--- config.mk ---
export PLATFORM = sky130hd
export DESIGN_NAME = sprite_renderer
export DESIGN_NICKNAME = d
export VERILOG_FILES = /design/src/rtl/sprite_renderer.sv
export SDC_FILE = /design/constraint.sdc
export NUM_CORES = 1
export LEC_CHECK = 0
export CORE_ASPECT_RATIO = 0.9
export CORE_UTILIZATION = 30
export CTS_CLUSTER_SIZE = 40
export DETAILED_ROUTE_END_ITERATION = 16
export GPL_TIMING_DRIVEN = 0
export SKIP_LAST_GASP = 1
export SYNTH_ARGS = -nofsm -noshare
export SYNTH_HDL_FRONTEND = slang
export SYNTH_SLANG_ARGS = --single-unit
--- constraint.sdc ---
create_clock -name i_clk -period 2.3 [get_ports i_clk]
set_input_delay 0.46 -clock i_clk [delete_from_list [all_inputs] [get_ports i_clk]]
set_output_delay 0.46 -clock i_clk [all_outputs]
set_load 0.005 [all_outputs]
--- src/rtl/sprite_renderer.sv ---
// sprite_renderer: composites one 128x128 sprite (from an external ROM with a
// registered read) over the background colour, with colour-key transparency.
// The pipeline has three register stages and runs at one pixel per clock with
// no stalls. The sprite position, enable and flip are latched on frame_start,
// so a frame never mixes two positions.
// Optional feature: define SPRITE_FLIP_EN to enable horizontal mirroring via
// flip. Without it the flip input is accepted but not used.

`default_nettype none

module sprite_renderer #(
  parameter int          SPRITE_W  = 128,
  parameter int          SPRITE_H  = 128,
  parameter int          ADDR_W    = 14,
  parameter logic [11:0] KEY_COLOR = 12'hF0F
) (
  input  logic              i_clk,
  input  logic              i_reset,
  input  logic [9:0]        i_hcount,
  input  logic [9:0]        i_vcount,
  input  logic              i_video_on,
  input  logic              i_frame_start,
  input  logic [9:0]        i_sprite_x,
  input  logic [9:0]        i_sprite_y,
  input  logic              i_sprite_en,
  input  logic              i_flip,
  input  logic [11:0]       i_bg_rgb,
  output logic [ADDR_W-1:0] o_rom_addr,
  input  logic [11:0]       i_rom_data,
  output logic [11:0]       o_rgb_out,
  output logic              o_sprite_hit
);

  localparam int          COL_W       = $clog2(SPRITE_W);
  localparam int          ROW_W       = ADDR_W - COL_W;
  localparam logic [10:0] LP_W11      = 11'(SPRITE_W);
  localparam logic [10:0] LP_H11      = 11'(SPRITE_H);
  localparam logic [COL_W-1:0] LP_COL_MAX = COL_W'(SPRITE_W - 1);
  localparam logic [9:0]  LP_VIS_W    = 10'd640;
  localparam logic [9:0]  LP_VIS_H    = 10'd480;

  // Per-frame position/visibility, sampled once at frame_start
  logic [9:0]       r_x_l;
  logic [9:0]       r_y_l;
  logic             r_en_l;

  // Delay line for the per-pixel side information (stage 1 and stage 2)
  logic [11:0]      r_s1_bg;
  logic             r_s1_vid;
  logic             r_s1_box;
  logic [11:0]      r_s2_bg;
  logic             r_s2_vid;
  logic             r_s2_box;

  // Stage 0 combinational terms
  logic [10:0]      w_h11;
  logic [10:0]      w_v11;
  logic [10:0]      w_x11;
  logic [10:0]      w_y11;
  logic             w_in_x;
  logic             w_in_y;
  logic             w_on_screen;
  logic             w_in_box;
  logic [COL_W-1:0] w_col;
  logic [COL_W-1:0] w_col_eff;
  logic [ROW_W-1:0] w_row;

  // Stage 2 combinational result
  logic [11:0]      w_rgb_next;
  logic             w_hit_next;

  // Latch the requested sprite position at the start of each frame
  always_ff @(posedge i_clk or posedge i_reset) begin
    if (i_reset) begin
      r_x_l  <= '0;
      r_y_l  <= '0;
      r_en_l <= 1'b0;
    end else if (i_frame_start) begin
      r_x_l  <= i_sprite_x;
      r_y_l  <= i_sprite_y;
      r_en_l <= i_sprite_en;
    end
  end

`ifdef SPRITE_FLIP_EN
  logic r_flip_l;

  // Latch the mirror request alongside the position
  always_ff @(posedge i_clk or posedge i_reset) begin
    if (i_reset) begin
      r_flip_l <= 1'b0;
    end else if (i_frame_start) begin
      r_flip_l <= i_flip;
    end
  end

  // Mirror the column inside the sprite when flip is latched
  always_comb begin
    w_col_eff = w_col;
    if (r_flip_l) begin
      w_col_eff = LP_COL_MAX - w_col;
    end
  end
`else
  logic w_unused_flip;
  assign w_unused_flip = i_flip;

  // No mirroring in this build; column passes straight through
  always_comb begin
    w_col_eff = w_col;
  end
`endif

  // Stage 0: box test in 11 bits so x+W / y+H never wrap past 1023
  always_comb begin
    w_h11       = {1'b0, i_hcount};
    w_v11       = {1'b0, i_vcount};
    w_x11       = {1'b0, r_x_l};
    w_y11       = {1'b0, r_y_l};
    w_in_x      = (w_h11 >= w_x11) && (w_h11 < (w_x11 + LP_W11));
    w_in_y      = (w_v11 >= w_y11) && (w_v11 < (w_y11 + LP_H11));
    // A sprite anchored outside the visible area is never drawn, even if
    // video_on were to be asserted outside 640x480.
    w_on_screen = (r_x_l < LP_VIS_W) && (r_y_l < LP_VIS_H);
    w_in_box    = r_en_l & i_video_on & w_in_x & w_in_y & w_on_screen;
    w_col       = COL_W'(i_hcount - r_x_l);
    w_row       = ROW_W'(i_vcount - r_y_l);
  end

  // Stage 0: drive the ROM address; hold it when outside the box
  always_ff @(posedge i_clk or posedge i_reset) begin
    if (i_reset) begin
      o_rom_addr <= '0;
    end else if (w_in_box) begin
      o_rom_addr <= {w_row, w_col_eff};
    end
  end

  // Stages 0-1: carry background, visibility and box flag alongside the ROM read
  always_ff @(posedge i_clk or posedge i_reset) begin
    if (i_reset) begin
      r_s1_bg  <= '0;
      r_s1_vid <= 1'b0;
      r_s1_box <= 1'b0;
      r_s2_bg  <= '0;
      r_s2_vid <= 1'b0;
      r_s2_box <= 1'b0;
    end else begin
      r_s1_bg  <= i_bg_rgb;
      r_s1_vid <= i_video_on;
      r_s1_box <= w_in_box;
      r_s2_bg  <= r_s1_bg;
      r_s2_vid <= r_s1_vid;
      r_s2_box <= r_s1_box;
    end
  end

  // Stage 2: blank outside video, key-colour pixels fall through to background
  always_comb begin
    w_rgb_next = r_s2_bg;
    w_hit_next = 1'b0;
    if (!r_s2_vid) begin
      w_rgb_next = '0;
    end else if (r_s2_box && (i_rom_data != KEY_COLOR)) begin
      w_rgb_next = i_rom_data;
      w_hit_next = 1'b1;
    end
  end

  // Stage 2: output register
  always_ff @(posedge i_clk or posedge i_reset) begin
    if (i_reset) begin
      o_rgb_out    <= '0;
      o_sprite_hit <= 1'b0;
    end else begin
      o_rgb_out    <= w_rgb_next;
      o_sprite_hit <= w_hit_next;
    end
  end

endmodule

`default_nettype wire

==> results of run 1 <==
path summary, 6_finish.rpt:
path	startpoint	end	cells past startpoint
worst max-delay path	r_y_l[7]	o_rom_addr[13]	10
worst min-delay path	r_s1_bg[11]	r_s2_bg[11]	0
worst max register to register	r_y_l[7]	o_rom_addr[13]	10
worst min register to register	r_s1_bg[11]	r_s2_bg[11]	0
max in group asynchronous	i_reset	o_rom_addr[3]	3
min in group asynchronous	i_reset	o_rom_addr[11]	2
cells by family (layout without fill, tap and decap cells):
group | Yosys count | after routing | synth area share [%]
DFF | 76 | 76 | 53.8
AOI/OAI and AO/OA | 62 | 62 | 10.7
and+or+nand+nor | 57 | 57 | 8.39
buffers and inverters | 40 | 174 | 4.60
adders and majority gates | 30 | 30 | 11.0
muxes | 26 | 26 | 8.50
xor gates and xnor gates | 12 | 12 | 2.97
synthesized netlist by cell type, types with 2 or more instances:
master / count
fa_1: 2
xnor2_1: 9
mux2i_1: 12
ha_1: 28
mux2_2: 8
xor2_1: 3
mux2_4: 6
dfrtp_1: 76
nand4b_1: 3
a21oi_1: 18
a221oi_1: 2
and4_1: 2
nor2_1: 10
a21o_1: 6
nand4_1: 2
inv_1: 33
a31oi_1: 3
clkbuf_1: 4
a311oi_1: 2
nand2_1: 29
o21ai_0: 25
nand3_1: 3
critical path, cell delays in order, from the launching register on:
cell and delay [ns]:
dfrtp_1 0.39, ha_2 0.19, xnor2_1 0.12, ha_2 0.19
nor4_4 0.27, nand4_1 0.16, a211oi_2 0.17, nor4b_4 0.24
buf_4 0.17, buf_6 0.13, mux2_4 0.30
per-layer routing:
metal,up-vias,wire (um)
met3,13,421
met1,1254,3830
met4,0,99
met2,76,3980
met5,-,0
li1,1310,-
report_power, final:
part / internal [mW] / switching, mW
Sequential: 1.51 / 0.0907
Combinational: 0.672 / 0.416
Clock: 1.06 / 0.536
Total: 3.25 / 1.04
area by class of cell:
cell class | instances | area (sq um)
sequential | 76 | 1900
buffer | 7 | 38.8
clock inverter | 6 | 113
tap | 156 | 195
fill | 1079 | 5960
clock buffer | 10 | 229
multi-input combinational | 187 | 1720
timing repair buffer | 118 | 1150
inverter | 33 | 135
metrics by stage:
step                util, %  TNS, ns
floorplan                 -    -1.83
global placement       41.5   -16.90
detailed placement     41.7   -16.77
CTS                    47.6    -2.15
global route           47.9    -3.86
finish                 47.9    -2.01
registers in the layout (all words and copies together) (netlist names), 10 cells and up:
name and count:
o_rgb_out 12, r_s1_bg 12, r_s2_bg 12, r_x_l 10
r_y_l 10, o_rom_addr 14
repair_timing:
action                     4_1_cts  5_1_grt
setup endpoints to repair       15       19
gates cloned                     1        0
gates resized for setup         43        8
hold buffers                     0        0
setup buffers                   21        1
pin swaps                       21        2
==> results.md, run 1 <==
- Status: finished with violations
- Failing checks: negative setup slack
- Fin crit share: 107%
- Yosys warning total: 0
- DRC: 0
- Commonest cells after routing, fill and taps aside: clkdlybuf4s50_1, dfrtp_1, inv_1, nand2_1, o21ai_0
- GR Layer Usage met2: around a quarter
- Global-route wire length before repair: between 10 and 15 mm
- Reg clk slew, reported paths: ~0.06 ns
- Number of global-route vias before repair: around 2800
- Post-route ant nets: 0
- RSZ-0062 raised after global routing: true
- Synthesized flop and latch total: 76
- Clk sinks: 76
- Max IR drop VDD: 0.000358 V
- Fin area: about 5500 sq um
- Synth area leaders: dfrtp_1, ha_1, o21ai_0
- Ant diodes: 0
- Syn_nets: between 400 and 500
- Placed cell area: between 4000 and 5000 sq um
- Setup violators final: 14
- FMAX: between 400 and 500 MHz
- Largest net degree at the start of global routing: between 40 and 50
- Drt wl/cell: about 14 um
- Max-capacitance violation count: 0
- Fin Clk Skew: 0.00993 ns
- Chip width: ~120 um
- GR Layer Usage met3: ~3.3%
- Placed insts: approximately 550
- Post-synth cell types: 39
- Pre-CTS WS: -1.13 ns
- Clock buffer depth: 2
- Crit path max fanout: 5
- Min-Delay Path Class: flip-flop to flip-flop
- Worst Slack Setup Final: -0.165 ns
- Busiest layer in global routing: met2
- Overall Power: 4.29 mW
- PD cells: about 780 nW/um^2
- Fin Hold WS: 0.346 ns
- Worst-margin pin slew: slightly above 0.9 ns
- Die Y: approximately 100 um
- FFs w/ async S/R, synth: between 90% and 100%
- IO Port Bufs: 94
- Layout cells sized above 1: 21.5%
- Vias per cell: 4.47
- Detail Placement HPWL: a little over 6 mm
- Most common flop cell mapped by yosys: dfrtp_1
- Clk_lat worst skew: roughly 0.33 ns
- Row Count: 37
- Kind of critical path: flip-flop to flip-flop
- EDFF count, synth: 0
- GP Congestion: 0.743
- First-pass detailed-route iteration total: 4
- Non-Filler Instances: ~600
- Flop-to-flop setup slack: -0.17 ns
- Syn Area/Cell: 11.7 sq um
- Fin crit period: 2.47 ns
- Leakage: 2.46 nW
- Worst setup SP type: flip-flop
- Depth of the CTS H-tree: 3
- Root Buffer: clkbuf_16
- Starting Density: between 30% and 40%
- Area of the die: ~12000 sq um
- 1st-iter DRT viols: between 40 and 50
- Yosys top cell area share: a little over half
- Worst path arrival time: around 2.7 ns
- Endpoints failing hold: 0
- Drt total wl: 8.33 mm
- Total grt overflow: 0
- Gate Count Post-Synth: 303
- Relative slew slack: between 30 and 40%
- # IOs: between 90 and 100
- Area Growth Syn to Fin: 55.1%
- Initial antenna violation count: 0
- Critical Path RT: 2.50 ns
- Yosys top cell by area: dfrtp_1
- Final slew viol count: 0
- CTS buffer count: 9
- GR Layer Usage met1: between 10% and 20%
- CTS tree: built
- Syn Std Cell Area: around 3500 sq um
- Sequential fraction of the synthesis area: 53.8%
- Critical path capture point type: flip-flop
- Core area: between 10000 and 15000 sq um
- Most common cell after layout, fill and taps aside: clkdlybuf4s50_1
- GRT Total Usage: 14.4%
- Final Net Count: about 530
- DR vias: roughly 2700
Power figures use the tool's default switching activity.
==> run 2: changes to the inputs <==
SLEW_MARGIN = 20   (was default)
==> results.md, run 2 (synthesis gave the netlist of run 1 again) <==
- Min-Delay Endpoint: r_s2_bg[8]
- Relative slew slack: 59.4% (+20 points)
- Critical Path RT: 2.51 ns (about the same)
- Part of the power in the clock network: 36.3% (-1.0 points)
- Largest Register: o_rom_addr
- Internal power: 3.21 mW (-1.2%)
- Total grt overflow: 0 (unchanged)
- Worst path arrival time: 2.68 ns (about the same)
- Failing checks: negative setup slack
- Clk sinks: 76 (unchanged)
- Critical path capture point type: flip-flop
- R2r worst-path depth: 11 (+1)
- Area Growth Syn to Fin: 57.0%
- Max reg flops: 14 (unchanged)
- Switching share of power: 24.6% (+0.32 points)
- Worst Slack Setup Final: -0.173 ns (-0.00759 ns)
- Die Y: 105 um (unchanged)
- Placed insts: 555 (+0.18%)
- Root Buffer: clkbuf_16
- Ant diodes: 0 (unchanged)
- Max-capacitance violation count: 0 (unchanged)
- Depth of the CTS H-tree: 3 (unchanged)
- Area of the die: 12200 sq um (unchanged)
- Worst path bufs/invs: 3 (+1)
- Status: finished with violations
- Reg clk slew, reported paths: 0.06 ns (about the same)
- Max IR drop VDD: 0.000331 V (-7.4%)
- Crit path max fanout: 4 (-1)
- DR vias: 2645 (-0.30%)
- Fin util: 48.5% (+0.61 points)
- Fill count: 1075 (-0.37%)
- Fin Hold WS: 0.346 ns (+0.0000890 ns)
- CP delay by family, top: compound AO/OA/AOI/OAI gates
- FMAX: 404 MHz (-0.31%)
- Sequential cell area: 1900 sq um (unchanged)
- Starting Density: 30.9% (unchanged)
- Drt wl/cell: 14.0 um (-0.28%)
- Post-route ant nets: 0 (unchanged)
- PD cells: 767 nW/um^2 (-2.0%)
- Number of cells on the critical path: 10 (unchanged)
- CTS buffer count: 9 (unchanged)
- Core area: 11400 sq um (unchanged)
- CP cell instances: clkdlybuf4s50_1 -> ha_2 -> a21o_1 -> a21oi_2 -> o21ai_2 -> o311a_4 -> nor4b_4 -> buf_4 -> buf_6 -> mux2_4
- Number of global-route vias before repair: 2714 (-1.8%)
- R2r endpoint: o_rom_addr[10]
- Overall Power: 4.26 mW (-0.77%)
- Net switching power: 1.05 mW (+0.52%)
- Non-Filler Instances: 598 (+0.84%)
- Fin crit share: 108% (+0.33 points)
- Initial antenna violation count: 0 (unchanged)
- Row Count: 37 (unchanged)
- Kind of critical path: input pin to flip-flop
- Reg-to-reg critical path startpoint: r_y_l[8]
- Fin crit period: 2.47 ns (+0.00759 ns)
- Detail Placement HPWL: 6.10 mm (+0.77%)
- Final Net Count: 537 (+0.94%)
- CTS tree: built
- Fin Clk Skew: 0.00715 ns (-0.00277 ns)
- 1st-iter DRT viols: 68 (+39%)
- Worst hold path cell count: 0 (unchanged)
- Comb power frac: 26.0% (+0.6 points)
- Worst-margin pin slew: 0.608 ns (-0.306 ns)
- GP Congestion: 0.743 (unchanged)
- Chip width: 116 um (unchanged)
- Vias per cell: 4.42 (-1.1%)
- Global-route wire length before repair: 12.9 mm (-2.3%)
- Critical Path Max Stage Delay: 0.42 ns (+0.03 ns)
- Drt total wl: 8.38 mm (+0.56%)
- Flop-to-flop setup slack: -0.17 ns (about the same)
- IO Port Bufs: 94 (unchanged)
- Setup_tns: -2.13 ns (-0.122 ns)
- First-pass detailed-route iteration total: 4 (unchanged)
- DRC: 0 (unchanged)
- Min-delay src: r_s1_bg[8]
- Clk_lat worst skew: 0.33 ns (about the same)
- Largest net degree at the start of global routing: 35 (-15%)
- Most common cell after layout, fill and taps aside: clkdlybuf4s50_1
- RSZ-0062 raised after global routing: true
- Final slew viol count: 0 (unchanged)
- Layout cells sized above 1: 23.8% (+2.2 points)
- Setup violators final: 14 (unchanged)
- Min-Delay Path Class: flip-flop to flip-flop
- Endpoints failing hold: 0 (unchanged)
- Multi-input gate area: 1740 sq um (+0.87%)
- Leakage: 2.49 nW (+1.3%)
- Slowest CP cell: clkdlybuf4s50_1
- Worst setup SP type: input pin
- # IOs: 97 (unchanged)
- Clock buffer depth: 2 (unchanged)
- Reg power frac: 37.7% (+0.3 points)
- Commonest cells after routing, fill and taps aside: clkdlybuf4s50_1, dfrtp_1, nand2_1
- GRT Total Usage: 14.1% (-0.36 points)
- Hold-fix buffers at CTS: 0 (unchanged)
## run 2: changes by cell type in the layout (fill, tap and decap cells not counted), sizes merged
cell | before | now
bufinv | 3 | 2
buf | 26 | 31
clkbuf | 15 | 16
inv | 32 | 33
clkinv | 3 | 2
## run 2: final cells by class
type                       instances  share of cell area, %
clock buffer                      11                   4.55
timing repair buffer             123                   21.8
buffer                             7                  0.699
multi-input combinational        187                   31.3
sequential                        76                   34.3
inverter                          33                   2.44
clock inverter                     5                   1.49
tap                              156                   3.52
## run 2: how the worst max path moves through the flow
stage | start | to
5_1_grt | r_y_l[7] | o_rom_addr[9]
6_report | i_hcount[2] | o_rom_addr[10]
3_5_place_dp | i_hcount[0] | o_rom_addr[4]
4_1_cts | r_x_l[0] | o_rom_addr[9]
3_3_place_gp | i_vcount[0] | o_rom_addr[6]
2_1_floorplan | i_vcount[0] | o_rom_addr[2]
## run 2: stage by stage
stage	setup slack [ns]	cell area (sq um)
after floorplan	-0.210	3610
after global placement	-1.12	4750
after detailed placement	-1.16	4800
after CTS	-0.169	5430
after global routing	-0.308	5550
final	-0.173	5550
## run 2: worst register-to-register path: cells and delay by family, from the launching register on
kind,cells,cell delay (ns)
flops,1,0.40
mux,1,0.30
buf+inv,3,0.38
fa+ha+maj,2,0.51
simple gates,3,0.41
compound gates,2,0.36
## run 2: power by group through the flow
stage / combinational (mW) / clock [mW] / sequential, mW
6_report: 1.11 / 1.54 / 1.60
5_1_grt: 1.21 / 1.65 / 1.62
4_1_cts: 1.09 / 1.59 / 1.60
3_5_place_dp: 0.963 / 0 / 1.63
3_3_place_gp: 0.934 / 0 / 1.63
2_1_floorplan: 0.470 / 0 / 1.62
## run 2: what timing repair did
action,4_1_cts,5_1_grt
setup buffers,22,4
setup endpoints to repair,15,15
gates resized for setup,42,14
pin swaps,18,8
cloned,0,1
## run 2: layer usage
layer | track usage, % | share of wire, % | vias up
li1 | - | - | 1310
met1 | 17.9 | 46 | 1251
met2 | 23.6 | 48 | 73
met3 | 3.25 | 4.7 | 11
met4 | 3.94 | 1.2 | 0
met5 | 0 | 0 | -
